### src/rtl/snow64_instr_fetch.sv
// Instruction fetch front end: holds the PC, issues single-outstanding icache reads,
// and buffers {instr, pc} pairs in a small FIFO for decode. Redirects flush everything.
module snow64_instr_fetch #(
    parameter int unsigned            WIDTH__ADDR  = 64,
    parameter int unsigned            WIDTH__INSTR = 32,
    parameter int unsigned            FIFO_DEPTH   = 4,
    parameter logic [WIDTH__ADDR-1:0] RESET_PC     = '0
) (
    input  logic                    clk,
    input  logic                    rst,
    output logic                    out_icache_req,
    output logic [WIDTH__ADDR-1:0]  out_icache_addr,
    input  logic                    in_icache_valid,
    input  logic [WIDTH__INSTR-1:0] in_icache_instr,
    input  logic                    in_redirect_valid,
    input  logic [WIDTH__ADDR-1:0]  in_redirect_addr,
    input  logic                    in_decode_ready,
    output logic                    out_instr_valid,
    output logic [WIDTH__INSTR-1:0] out_instr,
    output logic [WIDTH__ADDR-1:0]  out_instr_pc
);

    localparam int unsigned PTR_W = (FIFO_DEPTH > 1) ? $clog2(FIFO_DEPTH) : 1;
    localparam int unsigned CNT_W = PTR_W + 1;

    typedef enum logic [1:0] {
        ST_IDLE,
        ST_REQ,
        ST_WAIT,
        ST_DISCARD
    } state_t;

    state_t                  r_state;
    state_t                  w_state_next;
    logic [WIDTH__ADDR-1:0]  r_pc;
    logic [WIDTH__ADDR-1:0]  w_pc_next;
    logic [WIDTH__ADDR-1:0]  w_redirect_pc;

    logic [WIDTH__INSTR-1:0] r_fifo_instr [FIFO_DEPTH];
    logic [WIDTH__ADDR-1:0]  r_fifo_pc    [FIFO_DEPTH];
    logic [PTR_W-1:0]        r_rd_ptr;
    logic [PTR_W-1:0]        r_wr_ptr;
    logic [CNT_W-1:0]        r_count;
    logic [CNT_W-1:0]        w_count_next;
    logic                    w_nonempty;
    logic                    w_push;
    logic                    w_pop;

    assign w_redirect_pc = in_redirect_addr & ~WIDTH__ADDR'(3);
    assign w_nonempty    = (r_count != '0);
    assign w_pop         = out_instr_valid && in_decode_ready;
    assign w_push        = (r_state == ST_WAIT) && in_icache_valid && !in_redirect_valid;
    assign w_count_next  = r_count + CNT_W'(w_push) - CNT_W'(w_pop);

    assign out_icache_req  = (r_state == ST_REQ);
    assign out_icache_addr = r_pc;
    assign out_instr_valid = w_nonempty && !in_redirect_valid;
    assign out_instr       = w_nonempty ? r_fifo_instr[r_rd_ptr] : '0;
    assign out_instr_pc    = w_nonempty ? r_fifo_pc[r_rd_ptr]    : '0;

    // Next-state and PC update; a redirect always reloads the PC.
    always_comb begin
        w_state_next = r_state;
        w_pc_next    = r_pc;
        if (in_redirect_valid) begin
            w_pc_next = w_redirect_pc;
        end
        unique case (r_state)
            ST_IDLE: begin
                if (!in_redirect_valid && (w_count_next < CNT_W'(FIFO_DEPTH))) begin
                    w_state_next = ST_REQ;
                end
            end
            ST_REQ: begin
                w_state_next = in_redirect_valid ? ST_DISCARD : ST_WAIT;
            end
            ST_WAIT: begin
                if (in_icache_valid) begin
                    w_state_next = ST_IDLE;
                    if (!in_redirect_valid) begin
                        w_pc_next = r_pc + WIDTH__ADDR'(4);
                    end
                end else if (in_redirect_valid) begin
                    w_state_next = ST_DISCARD;
                end
            end
            ST_DISCARD: begin
                if (in_icache_valid) begin
                    w_state_next = ST_IDLE;
                end
            end
            default: begin
                w_state_next = ST_IDLE;
            end
        endcase
    end

    always_ff @(posedge clk or posedge rst) begin
        if (rst) begin
            r_state <= ST_IDLE;
            r_pc    <= RESET_PC;
        end else begin
            r_state <= w_state_next;
            r_pc    <= w_pc_next;
        end
    end

    // Instruction FIFO; a redirect empties it at the edge.
    always_ff @(posedge clk or posedge rst) begin
        if (rst) begin
            r_rd_ptr <= '0;
            r_wr_ptr <= '0;
            r_count  <= '0;
            for (int unsigned i = 0; i < FIFO_DEPTH; i++) begin
                r_fifo_instr[PTR_W'(i)] <= '0;
                r_fifo_pc[PTR_W'(i)]    <= '0;
            end
        end else if (in_redirect_valid) begin
            r_rd_ptr <= '0;
            r_wr_ptr <= '0;
            r_count  <= '0;
        end else begin
            if (w_push) begin
                r_fifo_instr[r_wr_ptr] <= in_icache_instr;
                r_fifo_pc[r_wr_ptr]    <= r_pc;
                r_wr_ptr               <= r_wr_ptr + PTR_W'(1);
            end
            if (w_pop) begin
                r_rd_ptr <= r_rd_ptr + PTR_W'(1);
            end
            r_count <= w_count_next;
        end
    end

endmodule

### config.mk
export PLATFORM = sky130hd
export DESIGN_NAME = snow64_instr_fetch
export DESIGN_NICKNAME = d
export VERILOG_FILES = /design/src/rtl/snow64_instr_fetch.sv
export SDC_FILE = /design/constraint.sdc
export NUM_CORES = 1
export LEC_CHECK = 0
export ABC_CLOCK_PERIOD_IN_PS = 15960
export BUFFER_PORTS_ARGS = -buffer_cell sky130_fd_sc_hd__buf_2
export CORE_MARGIN = 5
export CORE_UTILIZATION = 55
export DETAILED_ROUTE_END_ITERATION = 12
export HOLD_SLACK_MARGIN = 0.1
export PLACE_DENSITY = 0.88
export SYNTH_ARGS = -nofsm -noshare
export SYNTH_HDL_FRONTEND = slang
export SYNTH_SLANG_ARGS = --single-unit
### constraint.sdc
create_clock -name clk -period 15.96 [get_ports clk]
set_clock_uncertainty 0.2 [all_clocks]
set_input_delay 1.596 -clock clk [delete_from_list [all_inputs] [get_ports clk]]
set_output_delay 1.596 -clock clk [all_outputs]
set_load 0.02 [all_outputs]
---- Word-level counts from Yosys, hierarchy flattened ----
Index checks and enable logic that the tools add are counted.
W data, S select, Z words.
cells by class
  add/subtract/negate cells ............... 5
  multiplexer cells ....................... 29
  equal/unequal tests ..................... 6
  bitwise gates (word level) .............. 3
  magnitude comparators ................... 4
  reductions and logical operators ........ 13
operator list
  operator                 count
  $mux W64                 8
  $bwmux W256              1
  $bmux W64 S2             1
  $bwmux W128              1
  $demux W64 S2            1
  $mux W32                 4
  $add A64 B3 Y64 const B  1
  $bmux W32 S2             1
  $demux W32 S2            1
  $mux W2                  8
  $pmux W2 S4              1
  $ge A3 B3 Y1 const B     2
  $logic_and A1 B1 Y1      6
  $not A2 Y3               2
  $add A2 B1 Y2 const B    2
  $eq A2 B2 Y1 const B     2
  $ne A2 B2 Y1 const B     2
  $reduce_bool A2 Y1       2
  $add A3 B1 Y3            1
  $lt A3 B1 Y1 const B     1
  $lt A3 B3 Y1 const B     1
  $mux W3                  1
  $ne A3 B3 Y1 const B     1
  $reduce_and A3 Y1        1
  other kinds (8)          8
storage, ports and cells
  output and inout port bits .............. 162
  input port bits ......................... 101
  register bits ........................... 457
  logic and storage cells ................. 73

---- Depth between registers and ports, before layout ----
  depth after elaboration ................. 9
  gate-level depth with buffers ........... 14
  depth with buffers taken out ............ 12

---- Worst setup path after synthesis ----
OpenSTA, ideal clock, no wires.
  kind .................................... input -> output
  from .................................... in in_redirect_valid
  to ...................................... out out_instr_valid
  path slack .............................. 11441 ps
  path buffers ............................ 3
  required time ........................... 14164 ps
  arrival time ............................ 2723 ps
  stages .................................. 5
  path through ............................ clkbuf_1 -> inv_1 -> clkbuf_1 -> clkbuf_1 -> and2_1
on the way
  longest elaborated chain between the ends .. 2
RTL lines
  item                 line  RTL
  from (decl)          15    input logic in_redirect_valid,
  $logic_not A1 Y1     -
  $logic_and A1 B1 Y1  57    assign out_instr_valid = w_nonempty && !in_redirect_valid;
  to (decl)            18    output logic out_instr_valid,
Every way passes these cells.

---- Worst setup path after layout ----
Ends and elaborated chain as after synthesis.

==> reports/qor.txt <==
=================================================================================
Post-Syn Instances .................................................         1615
Drt wl/cell ........................................................      23.2 µm
Cell variety after synth ...........................................           50
Max-capacitance violation count ....................................            0
Antenna violations before repair ...................................            6
Sequential power share .............................................        41.5%
Fraction of synthesized cell area in xor and xnor cells ............        1.88%
Die Outline Area ...................................................    43100 µm²
Pin count of the biggest net entering global routing ...............          169
Critical Path Most Common Cell ..................................... sky130_fd_sc_hd__buf_4
Number of nets in the layout .......................................         1913
Clock slew at reported path FFs ....................................      0.06 ns
Area of the placeable core .........................................    38600 µm²
Critical Path, Cell by Cell ........................................ buf_4 -> buf_4 -> inv_1 -> and2_1 -> buf_2
Clock tree from TritonCTS ..........................................         done
First-pass GRT wire length .........................................      87.4 mm
Post-Synth Simple-Gate Area ........................................        9.85%
Final cycle utilization of the critical path .......................        34.9%
Category of the worst setup path launch point ......................   input port
Average footprint of a synthesized cell ............................     13.3 µm²
Height of the chip .................................................       208 µm
Post-route DRC violation count .....................................            0
Overall power of the completed layout ..............................      3900 µW
Initial DRC Count ..................................................         1117
Number of placed I/O pins ..........................................          263
Category of the critical setup timing path ......................... input port to primary output
Number of sinks driven by the clock tree ...........................          457
Global-route usage over all layers .................................        25.2%
Minimum setup slack among reg-to-reg paths .........................     12.12 ns
Number of global-route vias before repair ..........................        15500
Final sum of negative setup slack ..................................         0 ns
Later-pin clock latency in the skew report .........................      0.58 ns
Slew at the pin closest to its max-slew limit ......................      1.31 ns
Maximum clock frequency ............................................      180 MHz
Total via count after detailed routing .............................        14500
Synthesized Nets ...................................................         1724
Combinational family with the most area after synthesis ............ multiplexers
Category of the worst setup path capture point ..................... primary output
Buffer and inverter count on the worst path ........................            4
Min cycle time layout ..............................................      5.57 ns
Number of nets still failing antenna checks after routing ..........            0
Internal power summed over all cells ...............................      2650 µW
Leakage power ......................................................    0.0117 µW
Number of optimization iterations in the first detailed-route pass .            5
Cell row count .....................................................           72
Post-detailed-placement half-perimeter wirelength ..................      34.3 mm
Slew Limit Fails ...................................................            0
Required time of the worst setup path ..............................     14.16 ns
Share of synthesized registers carrying an async set or reset ......         100%
Post-CTS setup repair buffer count .................................            0
Synthesis Warnings .................................................            0
Data arrival, critical path ........................................      3.77 ns
Number of flops mapped to enable cells by yosys ....................            0
Total number of H-tree levels ......................................            2
Result of the run .................................................. finished, final reports clean
Average vias per placed instance ...................................         6.15
Number of filler instances in the final layout .....................         2766
Pwr dens ...........................................................   158 nW/µm²
Proportion of total power due to net switching .....................        32.0%
Endpoints failing setup ............................................            0
Largest vdd supply drop ............................................     0.102 mV
Clock share of power ...............................................        28.2%
Slowest cell delay on critical path ................................      0.64 ns
Combinational share of power .......................................        30.3%
Crit-path slowest cell ............................................. sky130_fd_sc_hd__inv_1
Power spent charging and discharging nets ..........................      1250 µW
Hold bufs inserted after CTS .......................................            0
Top_reg_cell synth ................................................. sky130_fd_sc_hd__dfrtp_1
Largest delay contributor family on the critical path .............. buffers and inverters
Worst slack, placed ................................................     10.44 ns
HP Class ........................................................... flip-flop to flip-flop
Routed wire length .................................................      54.8 mm
Core occupancy in the finished layout ..............................        63.7%
Master cell of the clock root buffer ............................... sky130_fd_sc_hd__clkbuf_16
Fraction of synthesized area in multiplexers .......................        29.0%
Final hold violation count .........................................            0
Final worst slack ..................................................     10.39 ns
TritonCTS buffer count .............................................           48
Seq cells post-synth ...............................................          457
Synthesized area ...................................................    21500 µm²
Setup repair after global routing missed its margin ................           no
Fraction of final layout cells sized beyond drive strength 1 .......        44.5%
Final non-filler cell total ........................................         2359
Area delta synth->final ............................................        14.8%
Maximum clock path buffer count ....................................            3
Adder and majority cell fraction of the synthesized area ...........       0.502%
Initial standard-cell utilization of the core ......................        55.5%
Placed Cells incl. Taps ............................................         2272
Count of buffers inserted at the top-level ports ...................          260
Critical Path Fanout Max ...........................................           57
Share of the yosys chip area belonging to registers ................        53.3%
Final global-route overflow total ..................................            0
Post-cts repair resize count .......................................            0
Floorplan die width ................................................       208 µm
Routability Congestion .............................................        0.826
Synthesized-area fraction occupied by ao, oa, aoi and oai cells ....        2.80%
Relative slew slack ................................................        12.1%
=================================================================================
## synthesized netlist by cell type (6+ instances only)
cell type                  count  area share [%]
sky130_fd_sc_hd__buf_1        23            0.40
sky130_fd_sc_hd__nor2b_1       6            0.17
sky130_fd_sc_hd__nand4_1      27            0.79
sky130_fd_sc_hd__ha_1          7            0.41
sky130_fd_sc_hd__mux2_2      357              19
sky130_fd_sc_hd__and2_1      101             2.9
sky130_fd_sc_hd__nor4_1       19            0.55
sky130_fd_sc_hd__nor3_1       12            0.28
sky130_fd_sc_hd__a31oi_1      10            0.29
sky130_fd_sc_hd__xnor2_1      24            0.98
sky130_fd_sc_hd__inv_1        17            0.30
sky130_fd_sc_hd__xor2_1       22            0.90
sky130_fd_sc_hd__mux4_2       96              10
sky130_fd_sc_hd__dfrtp_1     457              53
sky130_fd_sc_hd__nand2_1     109             1.9
sky130_fd_sc_hd__clkbuf_1     99             1.7
sky130_fd_sc_hd__buf_2        11            0.26
sky130_fd_sc_hd__or3_1        11            0.32
sky130_fd_sc_hd__o21ai_0      75             1.7
sky130_fd_sc_hd__nor2_1       33            0.58
sky130_fd_sc_hd__nand3_1      34            0.79
sky130_fd_sc_hd__or4_1        10            0.35
## cell families (layout without fill, tap and decap cells)
| kind of cell | Yosys count | in the layout |
|---|---|---|
| buffers and inverters | 151 | 375 |
| DFF | 457 | 457 |
| muxes | 456 | 456 |
| AOI/OAI and AO/OA | 105 | 105 |
| other | 0 | 2 |
| adders and majority gates | 8 | 8 |
| xor gates and xnor gates | 46 | 46 |
| and+or+nand+nor | 392 | 392 |
## stage by stage
| step | hold slack [ns] | instance area (µm²) |
|---|---|---|
| after floorplan | 0.245 | 21500 |
| after global placement | 0.256 | 23100 |
| after detailed placement | 0.269 | 23100 |
| after CTS | 0.282 | 24600 |
| after global routing | 0.310 | 24600 |
| final | 0.282 | 24600 |
## layout make-up
type	instances	area [µm²]	share of cell area (%)
Antenna cell	2	5.00	0.0203
Clock buffer	71	1420	5.76
Clock inverter	14	135	0.549
Inverter	17	71.3	0.290
Multi-Input combinational cell	1007	9480	38.5
Sequential cell	457	11400	46.5
Tap cell	518	648	2.63
Timing Repair Buffer	273	1410	5.74
## flip-flops by register name (all words and copies together), names as in the netlist
register	cells
r_fifo_pc	256
r_wr_ptr	2
r_rd_ptr	2
r_fifo_instr	128
r_count	3
out_icache_addr	64
r_state	2
## final timing paths
kind,start,endpoint,cells after the start
max,in_redirect_valid,out_instr_valid,5
min,r_fifo_pc[239],r_fifo_pc[239],2
max reg2reg,r_state[1],r_fifo_pc[181],5
min reg2reg,r_fifo_pc[239],r_fifo_pc[239],2
max in group asynchronous,rst,r_rd_ptr[1],4
min in group asynchronous,rst,r_fifo_instr[59],2
## power by group through the flow
stage / combinational (µW) / clock (µW) / sequential (µW)
final: 1180 / 1100 / 1620
after global routing: 1270 / 1170 / 1650
after CTS: 1190 / 1120 / 1610
after detailed placement: 1180 / 0 / 1630
after global placement: 1150 / 0 / 1600
after floorplan: 895 / 0 / 1540
## cells in the final DEF (no fill, tap or decap), types with 4 or more instances in the layout
cell / synthesis / layout
sky130_fd_sc_hd__nor2_1: 33 / 33
sky130_fd_sc_hd__mux2_2: 357 / 357
sky130_fd_sc_hd__and2_1: 101 / 101
sky130_fd_sc_hd__nor3_1: 12 / 12
sky130_fd_sc_hd__mux4_2: 96 / 96
sky130_fd_sc_hd__clkbuf_16: 0 / 49
sky130_fd_sc_hd__xor2_1: 22 / 22
sky130_fd_sc_hd__o21ai_0: 75 / 75
sky130_fd_sc_hd__and4_1: 5 / 5
sky130_fd_sc_hd__xnor2_1: 24 / 24
sky130_fd_sc_hd__nand3_1: 34 / 34
sky130_fd_sc_hd__a31oi_1: 10 / 10
sky130_fd_sc_hd__nand4_1: 27 / 27
sky130_fd_sc_hd__nor2b_1: 6 / 6
sky130_fd_sc_hd__clkbuf_1: 99 / 11
sky130_fd_sc_hd__clkbuf_8: 0 / 11
sky130_fd_sc_hd__buf_2: 11 / 259
sky130_fd_sc_hd__or4_1: 10 / 10
sky130_fd_sc_hd__inv_1: 17 / 16
sky130_fd_sc_hd__or3_1: 11 / 10
sky130_fd_sc_hd__nand2_4: 0 / 4
sky130_fd_sc_hd__ha_1: 7 / 7
sky130_fd_sc_hd__clkinv_2: 0 / 8
sky130_fd_sc_hd__nand4b_1: 4 / 4
sky130_fd_sc_hd__dfrtp_1: 457 / 455
sky130_fd_sc_hd__nor4_1: 19 / 17
sky130_fd_sc_hd__and3_1: 5 / 5
sky130_fd_sc_hd__nand2_1: 109 / 105
sky130_fd_sc_hd__buf_4: 0 / 13
## worst register-to-register path, stage by stage (launching register included)
cell and delay, ns:
sky130_fd_sc_hd__dfrtp_1 0.45, sky130_fd_sc_hd__nand3b_1 0.48, sky130_fd_sc_hd__nor2_1 0.81, sky130_fd_sc_hd__nand2_4 0.71
sky130_fd_sc_hd__buf_4 0.66, sky130_fd_sc_hd__mux2_2 0.41
## layer usage
| metal | global-route usage [%] | up-vias | wire length, µm |
|---|---|---|---|
| met1 | 33.2 | 7489 | 21600 |
| met2 | 41.5 | 646 | 26800 |
| li1 | - | 6218 | - |
| met3 | 5.73 | 144 | 4500 |
| met5 | 0 | - | 42 |
| met4 | 9.42 | 8 | 1900 |
Power figures use the tool's default switching activity.
